<file path="src/rtl/gray_monitor.sv">
// Watches a gray counter's Output/Overflow: decodes the code to binary, counts wraps,
// and latches the first illegal transition seen since reset.
module gray_monitor #(
    parameter int WIDTH  = 3,
    parameter int WRAP_W = 8
) (
    input  logic              Clk,
    input  logic              Reset,
    input  logic [WIDTH-1:0]  Gray,
    input  logic              Overflow,
    output logic [WIDTH-1:0]  Binary,
    output logic              Step,
    output logic [WRAP_W-1:0] WrapCount,
    output logic              Error,
    output logic [1:0]        ErrCode,
    output logic [1:0]        State
);

    // state | meaning
    // INIT  | first sample after reset, captured without checking
    // TRACK | every change checked as a +1 gray step
    // FAULT | first fault latched, only Reset leaves
    typedef enum logic [1:0] {
        INIT  = 2'b00,
        TRACK = 2'b01,
        FAULT = 2'b10
    } state_t;

    localparam logic [WIDTH-1:0] MAXG = {1'b1, {(WIDTH-1){1'b0}}};

    localparam logic [1:0] CODE_NONE  = 2'b00;
    localparam logic [1:0] CODE_MULTI = 2'b01;
    localparam logic [1:0] CODE_BACK  = 2'b10;
    localparam logic [1:0] CODE_OVF   = 2'b11;

    function automatic logic [WIDTH-1:0] gray2bin(input logic [WIDTH-1:0] g);
        logic [WIDTH-1:0] b;
        b[WIDTH-1] = g[WIDTH-1];
        for (int i = WIDTH - 2; i >= 0; i--) begin
            b[i] = b[i+1] ^ g[i];
        end
        return b;
    endfunction

    state_t           state, state_nxt;
    logic [WIDTH-1:0] prev_gray;
    logic             prev_ovf;

    logic [WIDTH-1:0] diff;
    logic [WIDTH-1:0] bin_cur;
    logic [WIDTH-1:0] bin_prev;
    logic [WIDTH-1:0] bin_inc;
    logic [WIDTH-1:0] bin_dec;
    logic             multi_bit;
    logic             is_wrap;

    logic             step_nxt;
    logic             wrap_inc;
    logic [1:0]       fault_code;

    assign diff      = Gray ^ prev_gray;
    assign bin_cur   = gray2bin(Gray);
    assign bin_prev  = gray2bin(prev_gray);
    assign bin_inc   = bin_prev + WIDTH'(1);
    assign bin_dec   = bin_prev - WIDTH'(1);
    assign multi_bit = ($countones(diff) > 1);
    assign is_wrap   = (prev_gray == MAXG) && (Gray == '0);

    always_comb begin
        state_nxt  = state;
        step_nxt   = 1'b0;
        wrap_inc   = 1'b0;
        fault_code = CODE_NONE;
        case (state)
            INIT: begin
                state_nxt = TRACK;
            end
            TRACK: begin
                if (diff == '0) begin
                    if (Overflow != prev_ovf) fault_code = CODE_OVF;
                end else if (multi_bit) begin
                    fault_code = CODE_MULTI;
                end else if (bin_cur == bin_inc) begin
                    if (is_wrap) begin
                        if (!Overflow) fault_code = CODE_OVF;
                        else           wrap_inc   = 1'b1;
                    end else if (Overflow != prev_ovf) begin
                        fault_code = CODE_OVF;
                    end
                end else if (bin_cur == bin_dec) begin
                    fault_code = CODE_BACK;
                end else begin
                    // one bit flipped but the code jumped past a neighbour: still a skip
                    fault_code = CODE_MULTI;
                end

                if (fault_code != CODE_NONE) begin
                    state_nxt = FAULT;
                    wrap_inc  = 1'b0;
                end else begin
                    step_nxt  = (diff != '0);
                end
            end
            FAULT: begin
                state_nxt = FAULT;
            end
            default: begin
                state_nxt = INIT;
            end
        endcase
    end

    always_ff @(posedge Clk) begin
        if (Reset) begin
            state     <= INIT;
            prev_gray <= '0;
            prev_ovf  <= 1'b0;
            Binary    <= '0;
            Step      <= 1'b0;
            WrapCount <= '0;
            Error     <= 1'b0;
            ErrCode   <= CODE_NONE;
        end else begin
            state     <= state_nxt;
            prev_gray <= Gray;
            prev_ovf  <= Overflow;
            Binary    <= bin_cur;
            Step      <= step_nxt;
            if (wrap_inc && (WrapCount != '1)) begin
                WrapCount <= WrapCount + WRAP_W'(1);
            end
            if (fault_code != CODE_NONE) begin
                Error   <= 1'b1;
                ErrCode <= fault_code;
            end
        end
    end

    assign State = state;

endmodule

</file>
<file path="config.mk">
export PLATFORM = sky130hd
export DESIGN_NAME = gray_monitor
export DESIGN_NICKNAME = d
export VERILOG_FILES = /design/src/rtl/gray_monitor.sv
export SDC_FILE = /design/constraint.sdc
export NUM_CORES = 1
export LEC_CHECK = 0
export ABC_CLOCK_PERIOD_IN_PS = 2500
export CAP_MARGIN = 25
export CORE_UTILIZATION = 45
export DETAILED_ROUTE_END_ITERATION = 12
export MAX_ROUTING_LAYER = met4
export PLACE_DENSITY_LB_ADDON = 0.1
export SLEW_MARGIN = 10
export SYNTH_ARGS = -nofsm -noshare
export SYNTH_HDL_FRONTEND = slang
export SYNTH_SLANG_ARGS = --single-unit
export TNS_END_PERCENT = 1
</file>
<file path="constraint.sdc">
create_clock -name Clk -period 2.5 [get_ports Clk]
set_input_delay 0.5 -clock Clk [delete_from_list [all_inputs] [get_ports Clk]]
set_output_delay 0.5 -clock Clk [all_outputs]
set_load 0.05 [all_outputs]
</file>
# After elaboration in Yosys (flattened, before gate mapping)
# Cells that the tools add are included.
op_classes:
  reduce_logical: 9
  addsub: 5
  n_bitwise: 6
  n_mux: 18
  eq_ne: 8
  magnitude_cmp: 1
ops:
  columns: ["op", "n"]
  rows:
  - ["$mux 2", 10]
  - ["$add 8x1->8 const B", 1]
  - ["$ne 8x8->1 const B", 1]
  - ["$mux 1", 7]
  - ["$eq 3x3->1", 2]
  - ["$logic_not 3->1", 2]
  - ["$pmux 2 s3", 1]
  - ["$reduce_bool 2->1", 2]
  - ["$xor 1x1->1", 4]
  - ["$add 2x1->3", 1]
  - ["$add 3x1->3 const B", 1]
  - ["$eq 3x3->1 const B", 1]
  - ["$gt 3x1->1 const B", 1]
  - ["$reduce_bool 3->1", 1]
  - ["$reduce_or 3->1", 1]
  - ["$sub 3x1->3 const B", 1]
  - ["$xor 3x3->3", 1]
  - ["$add 1x1->2", 1]
  - ["$eq 2x1->1 const B", 1]
  - ["$eq 2x2->1 const B", 1]
  - ["$logic_and 1x1->1", 2]
  - ["$logic_not 2->1", 1]
  - ["$ne 2x2->1 const B", 1]
  - ["$ne 1x1->1", 1]
  - ["$not 1->1", 1]
totals:
  out_inout_bits: 17
  in_bits: 6
  reg_bits: 21

# Depth between registers and ports, before layout
depth:
  ltp_word: 13
  ltp_mapped: 9
  depth_no_buf: 7

# Worst setup path after synthesis
# No wires, ideal clock.
synth_path:
  path_type: "input port to flip-flop"
  startpoint: "in Gray[0]"
  endpoint: "reg WrapCount[3]"
  required_ps: 2429
  path_buffers: 2
  arrival_ps: 2420
  path_slack_ps: 9
  path_stages: 8
  path_cell_list: "buf_2 > xor2_2 > ha_1 > a21oi_2 > or4b_1 > buf_6 > or3_1 > a21oi_1"
synth_between:
  elab_chain_cells: 11
synth_lines:
  columns: ["element", "line_no", "source"]
  rows:
  - ["start, declared", "9", "input logic [WIDTH-1:0] Gray,"]
  - ["$xor 3x3->3, or another cell as far along", "61", "assign diff = Gray ^ prev_gray;"]
  - ["$add 1x1->2 (implied by the code), or another cell as far along", "66", "assign multi_bit = ($countones(diff) > 1);"]
  - ["$add 2x1->3 (implied by the code), or another cell as far along", "66", null]
  - ["$gt 3x1->1 / $mux 2 (equally long branches)", "66, 83", null]
  - ["$mux 2", "81", "end else if (multi_bit) begin"]
  - ["$mux 2", "79", "if (diff == '0) begin"]
  - ["$mux 2", "74", "case (state)"]
  - ["$reduce_bool 2->1", "97", "if (fault_code != CODE_NONE) begin"]
  - ["$mux 1 (*)", "97", null]
  - ["$mux 1 (*)", "74", null]
  - ["$logic_and 1x1->1 (*)", "129", "if (wrap_inc && (WrapCount != '1)) begin"]
  - ["end signal, assigned", "130", "WrapCount <= WrapCount + WRAP_W'(1);"]
  - ["end, declared", "13", "output logic [WRAP_W-1:0] WrapCount,"]
# Mark *: on every way between the ends. The rest lies on a longest branch, timed or not. The select of a mux whose other input is x is not followed.
# A chain may end at the register's enable or synchronous reset.

# Final worst setup path
layout_path:
  startpoint: "in Gray[1]"
  endpoint: "reg WrapCount[3]"
layout_between:
  elab_chain_cells: 12
layout_lines:
  columns: ["element", "line_no"]
  rows:
  - ["parallel branches: the longest is 9 deep, another holds $add 2x1->3", null]
  - ["$mux 1 (*)", "97"]
  - ["$mux 1 (*)", "74"]
  - ["$logic_and 1x1->1 (*)", "129"]
# Mark *: on every way between the ends. The select of a mux whose other input is x is not followed.

==> impl_results.html <==
<table>
<tr><th>Metric</th><th>Value</th></tr>
<tr><th colspan="2">Die</th></tr>
<tr><td>Floorplan row count</td><td>18</td></tr>
<tr><td>Effective utilization at floorplan</td><td>a little under half</td></tr>
<tr><td>Core region area</td><td>approximately 2500 µm²</td></tr>
<tr><td>Height of the die</td><td>between 50 and 60 µm</td></tr>
<tr><td>IO Pins</td><td>23</td></tr>
<tr><td>Die Footprint</td><td>approximately 2800 µm²</td></tr>
<tr><td>Die extent in x</td><td>52.9 µm</td></tr>
<tr><th colspan="2">Logic synthesis</th></tr>
<tr><td>Yosys synthesis warning count</td><td>0</td></tr>
<tr><td>Syn Std Cell Area</td><td>1160 µm²</td></tr>
<tr><td>Share of synthesized registers carrying an async set or reset</td><td>0%</td></tr>
<tr><td>Fraction of the yosys area taken by sequential cells</td><td>34.4%</td></tr>
<tr><td>Top cells by area, synth</td><td>sky130_fd_sc_hd__dfxtp_1, sky130_fd_sc_hd__xnor2_1, sky130_fd_sc_hd__ha_1</td></tr>
<tr><td>Most instantiated flip-flop cell in the synthesis netlist</td><td>sky130_fd_sc_hd__dfxtp_1</td></tr>
<tr><td>Mapped Cells</td><td>135</td></tr>
<tr><td>Number of enable flip-flop cells after synthesis</td><td>0</td></tr>
<tr><td>Syn avg cell area</td><td>between 8 and 9 µm²</td></tr>
<tr><td>Area share of the leading cell type in the synthesized netlist</td><td>between 30% and 40%</td></tr>
<tr><td>Register bit total from synthesis</td><td>20</td></tr>
<tr><td>Post-synth net total</td><td>145</td></tr>
<tr><td>Unique cell type count in the Yosys netlist</td><td>37</td></tr>
<tr><td>Biggest area consumer among synthesized cells</td><td>sky130_fd_sc_hd__dfxtp_1</td></tr>
<tr><th colspan="2">GRT</th></tr>
<tr><td>Aggregate global-route resource usage</td><td>18.9%</td></tr>
<tr><td>First-pass GRT wire length</td><td>3780 µm</td></tr>
<tr><td>Remaining global-route overflow</td><td>0</td></tr>
<tr><td>Pin count of the biggest net entering global routing</td><td>14</td></tr>
<tr><td>Initial antenna violation count</td><td>0</td></tr>
<tr><td>Vias in the first global route</td><td>between 800 and 900</td></tr>
<tr><th colspan="2">Power</th></tr>
<tr><td>Cell leakage power</td><td>0.569 nW</td></tr>
<tr><td>Switching power of the nets</td><td>roughly 0.00031 W</td></tr>
<tr><td>Final Total Pwr</td><td>between 0.0009 and 0.001 W</td></tr>
<tr><td>Relative contribution of combinational cells to total power</td><td>32.9%</td></tr>
<tr><td>Worst voltage drop across the vdd grid</td><td>roughly 0.40 mV</td></tr>
<tr><td>Cell Int Power</td><td>approximately 0.00063 W</td></tr>
<tr><td>Proportion of power drawn by flip-flops and latches</td><td>38.9%</td></tr>
<tr><td>Part of the power in the clock network</td><td>28.2%</td></tr>
<tr><td>Net Sw Frac</td><td>approximately a third</td></tr>
<tr><td>Areal power density over the cells</td><td>a little over 600 nW/µm²</td></tr>
<tr><th colspan="2">Drt</th></tr>
<tr><td>Number of nets with antenna violations after detailed routing</td><td>0</td></tr>
<tr><td>Number of DRC markers in iteration 0</td><td>23</td></tr>
<tr><td>Vias/cell</td><td>between 5 and 6</td></tr>
<tr><td>Count of TritonRoute iterations in the first routing pass</td><td>4</td></tr>
<tr><td>Routed WL</td><td>2290 µm</td></tr>
<tr><td>Routed length per instance</td><td>around 12 µm</td></tr>
<tr><td>Vias after detailed routing</td><td>about 1000</td></tr>
<tr><td># DRC</td><td>0</td></tr>
<tr><th colspan="2">STA</th></tr>
<tr><td>Period minus WS final</td><td>about 2300 ps</td></tr>
<tr><td>Number of max-slew violations in the final report</td><td>0</td></tr>
<tr><td>Maximum operating frequency</td><td>432 MHz</td></tr>
<tr><td>Final number of setup-violating endpoints</td><td>0</td></tr>
<tr><td>Final period util</td><td>between 90% and 100%</td></tr>
<tr><td>Worst slew pin tran</td><td>roughly 500 ps</td></tr>
<tr><td>RSZ-0062 raised after global routing</td><td>no</td></tr>
<tr><td>Layout Skew</td><td>approximately 1.4 ps</td></tr>
<tr><td>Hold violation total from the final report</td><td>0</td></tr>
<tr><td>Max_slew headroom</td><td>about two thirds</td></tr>
<tr><th colspan="2">Critical path</th></tr>
<tr><td>Max stage delay on crit path</td><td>between 500 and 600 ps</td></tr>
<tr><td>Required arrival time at the worst endpoint</td><td>roughly 2700 ps</td></tr>
<tr><td>Data arrival time of the critical path</td><td>2550 ps</td></tr>
<tr><td>Worst Setup End Kind</td><td>flop</td></tr>
<tr><td>Worst-case reg-to-reg path depth</td><td>6</td></tr>
<tr><td>Master of the slowest instance on the critical path</td><td>sky130_fd_sc_hd__or4b_4</td></tr>
<tr><td>Series of cell instances along the critical path</td><td>clkdlybuf4s50_1 &gt; nor4b_2 &gt; nand4_1 &gt; or4b_4 &gt; or3_1 &gt; a21oi_1</td></tr>
<tr><td>Kind of start point of the critical path</td><td>input pin</td></tr>
<tr><td>Worst setup path class</td><td>input pin to flop</td></tr>
<tr><td>Highest net fanout along the worst path</td><td>8</td></tr>
<tr><th colspan="2">Clocking</th></tr>
<tr><td>Clock Tree Buf Depth</td><td>2</td></tr>
<tr><td>Count of H-tree levels built during CTS</td><td>1</td></tr>
<tr><td>TritonCTS clock tree</td><td>built</td></tr>
<tr><td>Buffer count from post-CTS setup fixing</td><td>0</td></tr>
<tr><td>Clock latency at the later pin of the worst-skew pair</td><td>roughly 290 ps</td></tr>
<tr><td>Clock root buffer</td><td>sky130_fd_sc_hd__clkbuf_4</td></tr>
<tr><td>Number of CTS-inserted buffers</td><td>3</td></tr>
<tr><td>Sinks on Clock Net</td><td>20</td></tr>
<tr><td>CTS hold repair buffers</td><td>0</td></tr>
<tr><td>Clock transition at the registers of the reported paths</td><td>approximately 120 ps</td></tr>
<tr><th colspan="2">Finish</th></tr>
<tr><td>P&amp;R area growth vs syn</td><td>32.7%</td></tr>
<tr><td>Net count, final</td><td>177</td></tr>
<tr><td>Share of layout cells above drive strength 1</td><td>between 10% and 20%</td></tr>
<tr><td>Number of antenna repair diodes</td><td>0</td></tr>
<tr><td>Finished Layout Cells</td><td>slightly below 200</td></tr>
<tr><th colspan="2">Worst hold path</th></tr>
<tr><td>Path category of the worst min-delay check</td><td>flop to flop</td></tr>
<tr><td>WHS Path Cells</td><td>2</td></tr>
<tr><th colspan="2">Placed design</th></tr>
<tr><td>Placed wire-length estimate</td><td>between 1500 and 2000 µm</td></tr>
<tr><td>Placed cell count</td><td>~190</td></tr>
<tr><td>Placer's final routability congestion estimate</td><td>approximately 0.85</td></tr>
<tr><td># port buffers</td><td>22</td></tr>
<tr><th colspan="2">Outcome</th></tr>
<tr><td>Status</td><td>completed</td></tr>
<tr><th colspan="2">Job</th></tr>
<tr><td>Number of maximum-capacitance violations</td><td>0</td></tr>
</table>
[worst paths after layout]
check | from | endpoint | slack (ps)
worst min-delay path | Error | Error | 450
worst max register to register | Binary[2] | WrapCount[3] | 290
worst max-delay path | Gray[1] | WrapCount[3] | 190
worst min register to register | Error | Error | 450
[power by group through the flow]
stage,Combinational [W],Clock (W),Sequential (W)
after floorplan,0.000128,0,0.000451
after global placement,0.000303,0,0.000371
after detailed placement,0.000307,0,0.000373
after CTS,0.000308,0.000274,0.000365
after global routing,0.000335,0.000288,0.000370
final,0.000308,0.000264,0.000365
[through the flow]
step	area (µm²)	setup slack (ps)	hold slack [ps]	util (%)	TNS, ps
after floorplan	1160	9.42	628	-	0
after global placement	1480	-307	435	60.1	-2040
after detailed placement	1480	-341	440	60.1	-2460
after CTS	1530	84.4	459	62.4	0
after global routing	1540	63.1	473	62.9	0
final	1540	187	453	62.9	0
[Yosys cell counts, drive strengths merged, types with 2 or more instances]
| cell | instances |
|---|---|
| dfxtp | 20 |
| inv | 7 |
| nand2b | 4 |
| xor2 | 4 |
| o22ai | 5 |
| nor3 | 6 |
| nand2 | 10 |
| nand3 | 6 |
| nor2 | 10 |
| or2 | 3 |
| buf | 5 |
| ha | 4 |
| nor2b | 7 |
| o221ai | 4 |
| clkbuf | 4 |
| xnor2 | 7 |
| a21oi | 9 |
| or3 | 2 |
| nand4 | 2 |
| o21ai | 5 |
[cell type report]
type	count	area, µm²
sequential	20	400
tap	30	37.5
clock inverter	1	30.0
timing repair buffer	36	330
clock buffer	3	22.5
fill	197	911
multi-input combinational	99	697
inverter	7	26.3
[kinds of logic (layout without fill, tap and decap cells)]
logic type               Yosys count  after routing  share of synthesized area [%]
AND/OR/NAND/NOR                   55             55                           27.5
multiplexers                       2              2                           2.80
flip-flops                        20             20                           34.4
buffers and inverters             16             47                           6.67
adder cells (fa/ha/maj)            4              4                           4.30
AO/OA/AOI/OAI                     27             27                           14.7
XOR/XNOR                          11             11                           9.57
[critical path: cells and delay by family]
kind,cells,cell delay [ps]
compound gates,1,140
simple gates,4,1420
buf+inv,1,490
[what timing repair did]
action,4_1_cts,5_1_grt
resized for setup,1,3
endpoints found under the setup margin,1,1
pin swaps,0,2
[metal layers]
| metal | share of wire [%] | GRT usage [%] | vias to the layer above |
|---|---|---|---|
| met4 | 0.65 | 4.39 | 0 |
| met5 | 0 | - | - |
| met1 | 48 | 24.1 | 459 |
| met2 | 48 | 30.8 | 17 |
| li1 | - | - | 531 |
| met3 | 4.0 | 3.45 | 2 |
[flip-flops by register name (all words and copies together), names as in the netlist]
| name | flops |
|---|---|
| Binary | 3 |
| ErrCode | 2 |
| Error | 1 |
| State | 2 |
| Step | 1 |
| WrapCount | 8 |
| prev_gray | 2 |
| prev_ovf | 1 |
[placed cells by master, fill, tap and decap left out, types with 6 or more instances in the layout]
cell / n
sky130_fd_sc_hd__inv_1: 7
sky130_fd_sc_hd__clkdlybuf4s50_1: 20
sky130_fd_sc_hd__buf_4: 14
sky130_fd_sc_hd__nand2_1: 10
sky130_fd_sc_hd__nor2_1: 10
sky130_fd_sc_hd__a21oi_1: 8
sky130_fd_sc_hd__nand3_1: 6
sky130_fd_sc_hd__dfxtp_1: 20
sky130_fd_sc_hd__nor2b_1: 7
sky130_fd_sc_hd__xnor2_1: 7
No activity file was read; power rests on OpenSTA's default activity.
